[src/rtl/axi_read_arbiter.sv]
// Read-channel controller for a 2x2 AXI interconnect: round-robin AR arbitration,
// address decode to S0/S1/default slave, and the read-state code consumed by the S2M mux.
module axi_read_arbiter #(
  parameter logic [15:0] S0_BASE = 16'h0000,
  parameter logic [15:0] S1_BASE = 16'h0001
) (
  input  logic        ACLK,
  input  logic        ARESETn,
  input  logic        ARVALID_M0,
  input  logic        ARVALID_M1,
  input  logic [31:0] ARADDR_M0,
  input  logic [31:0] ARADDR_M1,
  input  logic [3:0]  ARID_M0,
  input  logic [3:0]  ARID_M1,
  input  logic [3:0]  ARLEN_M0,
  input  logic [3:0]  ARLEN_M1,
  output logic        ARREADY_M0,
  output logic        ARREADY_M1,
  output logic        ARVALID_S0,
  output logic        ARVALID_S1,
  input  logic        ARREADY_S0,
  input  logic        ARREADY_S1,
  input  logic        RVALID_S0,
  input  logic        RVALID_S1,
  input  logic        RLAST_S0,
  input  logic        RLAST_S1,
  input  logic        RREADY_M0,
  input  logic        RREADY_M1,
  output logic        RREADY_S0,
  output logic        RREADY_S1,
  output logic [3:0]  CS_R,
  output logic [3:0]  NS_R,
  output logic [7:0]  DEF_RID,
  output logic [1:0]  DEF_RRESP,
  output logic        DEF_RVALID,
  output logic        DEF_RLAST
);

  typedef enum logic [3:0] {
    IDLE    = 4'd0,
    RA_M1   = 4'd1,
    RD_M1S0 = 4'd2,
    RD_M1S1 = 4'd3,
    RA_M0   = 4'd4,
    RD_M0S0 = 4'd5,
    RD_M0S1 = 4'd6,
    DEF_SLV = 4'd13
  } state_t;

  state_t      cs, ns;
  logic        last_grant;   // 0 = M0, 1 = M1
  logic [3:0]  cnt;
  logic [3:0]  lat_len;
  logic [3:0]  lat_id;
  logic        lat_mst;

  logic        def_take;
  logic [3:0]  sel_id;
  logic [3:0]  sel_len;
  logic        sel_mst;
  logic        done;
  logic        done_mst;
  logic        def_rdy;
  logic        def_last;
  logic        unused_addr_bits;

  assign unused_addr_bits = ^{ARADDR_M0[15:0], ARADDR_M1[15:0]};

  assign def_rdy  = lat_mst ? RREADY_M1 : RREADY_M0;
  assign def_last = (cnt == lat_len);

  always_comb begin
    ns          = cs;
    ARREADY_M0  = 1'b0;
    ARREADY_M1  = 1'b0;
    ARVALID_S0  = 1'b0;
    ARVALID_S1  = 1'b0;
    RREADY_S0   = 1'b0;
    RREADY_S1   = 1'b0;
    def_take    = 1'b0;
    sel_id      = ARID_M0;
    sel_len     = ARLEN_M0;
    sel_mst     = 1'b0;
    done        = 1'b0;
    done_mst    = 1'b0;
    case (cs)
      IDLE: begin
        if (ARVALID_M0 && ARVALID_M1) ns = last_grant ? RA_M0 : RA_M1;
        else if (ARVALID_M0)          ns = RA_M0;
        else if (ARVALID_M1)          ns = RA_M1;
      end
      RA_M0: begin
        if (!ARVALID_M0) begin
          ns = IDLE;
        end else if (ARADDR_M0[31:16] == S0_BASE) begin
          ARVALID_S0 = 1'b1;
          ARREADY_M0 = ARREADY_S0;
          if (ARREADY_S0) ns = RD_M0S0;
        end else if (ARADDR_M0[31:16] == S1_BASE) begin
          ARVALID_S1 = 1'b1;
          ARREADY_M0 = ARREADY_S1;
          if (ARREADY_S1) ns = RD_M0S1;
        end else begin
          // Unmapped: the arbiter itself accepts the address as default slave.
          ARREADY_M0 = 1'b1;
          def_take   = 1'b1;
          ns         = DEF_SLV;
        end
      end
      RA_M1: begin
        sel_id  = ARID_M1;
        sel_len = ARLEN_M1;
        sel_mst = 1'b1;
        if (!ARVALID_M1) begin
          ns = IDLE;
        end else if (ARADDR_M1[31:16] == S0_BASE) begin
          ARVALID_S0 = 1'b1;
          ARREADY_M1 = ARREADY_S0;
          if (ARREADY_S0) ns = RD_M1S0;
        end else if (ARADDR_M1[31:16] == S1_BASE) begin
          ARVALID_S1 = 1'b1;
          ARREADY_M1 = ARREADY_S1;
          if (ARREADY_S1) ns = RD_M1S1;
        end else begin
          ARREADY_M1 = 1'b1;
          def_take   = 1'b1;
          ns         = DEF_SLV;
        end
      end
      RD_M0S0: begin
        RREADY_S0 = RREADY_M0;
        if (RVALID_S0 && RREADY_M0 && RLAST_S0) begin
          ns   = IDLE;
          done = 1'b1;
        end
      end
      RD_M0S1: begin
        RREADY_S1 = RREADY_M0;
        if (RVALID_S1 && RREADY_M0 && RLAST_S1) begin
          ns   = IDLE;
          done = 1'b1;
        end
      end
      RD_M1S0: begin
        RREADY_S0 = RREADY_M1;
        if (RVALID_S0 && RREADY_M1 && RLAST_S0) begin
          ns       = IDLE;
          done     = 1'b1;
          done_mst = 1'b1;
        end
      end
      RD_M1S1: begin
        RREADY_S1 = RREADY_M1;
        if (RVALID_S1 && RREADY_M1 && RLAST_S1) begin
          ns       = IDLE;
          done     = 1'b1;
          done_mst = 1'b1;
        end
      end
      DEF_SLV: begin
        if (def_rdy && def_last) begin
          ns       = IDLE;
          done     = 1'b1;
          done_mst = lat_mst;
        end
      end
      default: ns = IDLE;
    endcase
  end

  always_ff @(posedge ACLK) begin
    if (!ARESETn) begin
      cs         <= IDLE;
      last_grant <= 1'b1;
      cnt        <= 4'd0;
      lat_len    <= 4'd0;
      lat_id     <= 4'd0;
      lat_mst    <= 1'b0;
    end else begin
      cs <= ns;
      if (done) last_grant <= done_mst;
      if (def_take) begin
        lat_id  <= sel_id;
        lat_len <= sel_len;
        lat_mst <= sel_mst;
        cnt     <= 4'd0;
      end else if (cs == DEF_SLV && def_rdy && !def_last) begin
        // Held at ARLEN on the final beat so a 16-beat burst never wraps.
        cnt <= cnt + 4'd1;
      end
    end
  end

  assign CS_R       = cs;
  assign NS_R       = ns;
  assign DEF_RVALID = (cs == DEF_SLV);
  assign DEF_RLAST  = DEF_RVALID && def_last;
  assign DEF_RRESP  = DEF_RVALID ? 2'b11 : 2'b00;
  assign DEF_RID    = {3'b000, lat_mst, lat_id};

endmodule

[config.mk]
export PLATFORM = sky130hd
export DESIGN_NAME = axi_read_arbiter
export DESIGN_NICKNAME = d
export VERILOG_FILES = /design/src/rtl/axi_read_arbiter.sv
export SDC_FILE = /design/constraint.sdc
export NUM_CORES = 1
export LEC_CHECK = 0
export CORE_UTILIZATION = 35
export DETAILED_ROUTE_END_ITERATION = 10
export PLACE_DENSITY_LB_ADDON = 0.1
export SYNTH_ARGS = -nofsm -noshare
export SYNTH_HDL_FRONTEND = slang
export SYNTH_SLANG_ARGS = --single-unit
[constraint.sdc]
create_clock -name ACLK -period 2.6 [get_ports ACLK]
set_clock_uncertainty 0.15 [all_clocks]
set_input_delay 0.26 -clock ACLK [delete_from_list [all_inputs] [get_ports ACLK]]
set_output_delay 0.26 -clock ACLK [all_outputs]
set_load 0.01 [all_outputs]
==> key figures <==
Run status
  – Outcome: complete, no violations

Logic synthesis
  – YS warnings: 0
  – Ys async rst share: 0%
  – Top post-synthesis cells by area: dfxtp_1 (25%), mux2i_1 (6.3%), a211oi_1 (5.2%)
  – Sequential area share after synthesis: 25.0%
  – Post-Syn Area: 1440 sq um
  – Synth Area per Inst: 8.18 sq um
  – Top FF cell, synth: dfxtp_1
  – Count leader, synth: dfxtp_1
  – Post-synth top area cell: dfxtp_1
  – Yosys top cell area share: 25.0%
  – Commonest cells in the netlist: dfxtp_1 (18), nand2_1 (15), a211oi_1 (10), nand3_1 (10)
  – EDFF count, synth: 0
  – Mapped Cells: 176
  – #FFs+latches synth: 18
  – Distinct cells, synth: 51

STA
  – Setup TNS: 0 ns
  – Rel. slew slack: 65.4%
  – Slew Limit Fails: 0
  – Worst Tran Pin Value: 0.520 ns
  – Peak Freq: 408 MHz
  – Hold Vio Cnt, Final: 0
  – Final setup viols: 0
  – WHS: 0.350 ns
  – Unrepaired setup endpoints after global routing: no
  – Final min period: 2.45 ns
  – Period utilization: 94.3%

Floorplan
  – Top-Level Pins: 118
  – Die X-Extent: 66.1 um
  – Die height: 66.1 um
  – Die ar.: 4380 sq um
  – Cell Rows: 22
  – Core Region: 3800 sq um
  – Initial Util: 37.9%

Clocking
  – Hold Buf Count CTS: 0
  – Clk root buf: clkbuf_8
  – CTS Buffer Depth: 2
  – CTS H-tree depth: 1
  – CTS Buf Count: 3
  – Clock sinks: 18
  – Clock slew at reported path FFs: 0.07 ns
  – CTS tree: done
  – Worst-Skew Late Latency: 0.25 ns

Final layout
  – Sequential cell area: 363 sq um
  – Count of non-filler cells in the finished layout: 316
  – Multi-input logic area: 1020 sq um
  – Fin util: 65.9%
  – ANT cells: 0
  – Layout cells sized above 1: 16.8%
  – Final #Nets: 362
  – Filler cells: 358
  – Area growth syn-to-layout: 73.8%

Critical path
  – Worst Setup End Kind: output pin
  – Worst R2R End: cnt[3]
  – Reg2Reg Depth: 5
  – Worst path slowest cell: clkdlybuf4s50_1
  – CP Max Fanout: 9
  – WP buf/inv: 1
  – WS Path Type: reg2out
  – Worst path top cell family by delay: simple AND/OR/NAND/NOR gates
  – Peak per-stage delay on the critical path: 0.57 ns
  – Startpoint type of the worst setup path: flip-flop
  – Reg2Reg Launch Point: CS_R[2]
  – Arr. time, crit path: 2.04 ns
  – Crit path cell chain: nor4b_4 > nand2_1 > a31oi_1 > clkdlybuf4s50_1
  – Critical Path RT: 2.19 ns
  – Critical path origin: CS_R[3]
  – Reg2Reg Setup Slack: 0.62 ns

Global route
  – First-pass GRT wire length: 7800 um
  – Number of global-route vias before repair: 1672
  – GRT Total Usage: 23.0%
  – Antenna violations before repair: 0
  – Largest net degree at the start of global routing: 14
  – Gr ovfl total: 0

Placement
  – Placed cells: 308
  – Hpwl dp: 3710 um
  – Placer Congestion: 0.820
  – IO Port Bufs: 82

Routing
  – Antenna viol nets, final: 0
  – Via count: 1762
  – DRT iter0 DRCs: 191
  – WL/cell: 14.8 um
  – Vias/cell: 5.58
  – Final wirelength: 4690 um
  – Drt pass-1 iters: 6
  – DRC: 0

Pwr
  – Tot Pwr: 0.000908 W
  – Leakage: 0.968 nW
  – Peak supply drop: 0.277 mV
  – PwrDens: 363 nW/um^2

Worst hold path
  – Hold EP: cnt[3]
  – Worst min-delay path category: reg2reg
  – Hold Crit Depth: 2
  – Min-delay src: cnt[3]

Run
  – Max Cap Viol: 0
[worst reg2reg max path: cells and delay by family (launching register included)]
kind,cells,cell delay (ns)
compound gates,1,0.15
buf+inv,1,0.14
flops,1,0.59
simple gates,3,0.88
[logic make-up (layout without fill, tap and decap cells)]
logic type / Yosys count / count (layout) / share of synthesized area, %
XOR/XNOR: 4 / 4 / 2.43
AND/OR/NAND/NOR: 67 / 67 / 28.6
AO/OA/AOI/OAI: 53 / 53 / 26.8
multiplexers: 10 / 10 / 7.04
buffers and inverters: 22 / 112 / 9.04
other: 1 / 3 / 0.260
adder cells (fa/ha/maj): 1 / 1 / 0.869
flip-flops: 18 / 18 / 25.0
[stage by stage]
step | area [sq um] | setup WS (ns)
global placement | 2340 | -0.118
CTS | 2430 | 0.00487
floorplan | 1450 | 0.746
detailed placement | 2340 | -0.110
finish | 2500 | 0.149
global route | 2500 | 0.0612
[registers in the layout, indices dropped and copies added (netlist names)]
| signal | cells |
|---|---|
| lat_len | 4 |
| CS_R | 4 |
| cnt | 4 |
| lat_mst | 1 |
| last_grant | 1 |
| lat_id | 4 |
[worst max-delay path by stage]
stage / end / slack (ns) / depth (start not counted)
2_1_floorplan: NS_R[1] / 0.75 / 5
3_3_place_gp: NS_R[1] / -0.12 / 8
3_5_place_dp: NS_R[1] / -0.11 / 8
4_1_cts: NS_R[3] / 0.005 / 7
5_1_grt: ARREADY_M0 / 0.06 / 6
6_report: ARREADY_M1 / 0.15 / 4
[final cells by class]
type | instances | share of cell area (%)
Tap cell | 48 | 2.40
Clock buffer | 4 | 2.20
Inverter | 6 | 0.950
Timing Repair Buffer | 102 | 39.1
Sequential cell | 18 | 14.5
Multi-Input combinational cell | 138 | 40.8
[routing by layer]
layer	share of wire (%)	vias to the layer above	wire length (um)	track usage (%)
li1	-	875	-	-
met1	45	817	2130	30.2
met2	46	66	2180	37.8
met3	7.6	4	355	6.55
met4	0.60	0	28	3.99
met5	0	-	0	0
[what timing repair did]
item / 4_1_cts / 5_1_grt
pin swaps: 0 / 3
gates resized for setup: 9 / 10
buffers inserted: 0 / 4
endpoints found under the setup margin: 7 / 5
[cell usage in the layout (no fill, tap or decap), types with 2 or more instances in the layout]
cell	Yosys	final
nor3_1	3	3
nor2_1	4	4
clkdlybuf4s50_1	0	76
dfxtp_1	18	16
nand4b_1	2	2
nor2b_1	2	2
a21oi_1	8	8
dlygate4sd2_1	0	2
dfxtp_2	0	2
or4_1	2	2
nor4_2	0	4
and4_1	2	2
a31oi_1	2	2
a221oi_1	8	8
conb_1	1	3
o31ai_1	3	2
o21ai_0	9	9
dlymetal6s2s_1	0	4
inv_1	5	5
xnor2_1	4	4
buf_4	7	20
or3_1	2	2
clkbuf_8	0	4
o2111a_1	2	2
nand2_1	15	15
and3_1	3	3
nand3_1	10	10
nand4_1	7	7
a211oi_1	10	9
mux2i_1	9	9
[where the power goes]
group	leakage [nW]	switching (W)	internal (W)	total (W)
clock	0.0288	0.0000953	0.000135	0.000230
combinational	0.791	0.000146	0.000207	0.000353
sequential	0.148	0.0000269	0.000298	0.000325
No activity file was read; power rests on OpenSTA's default activity.
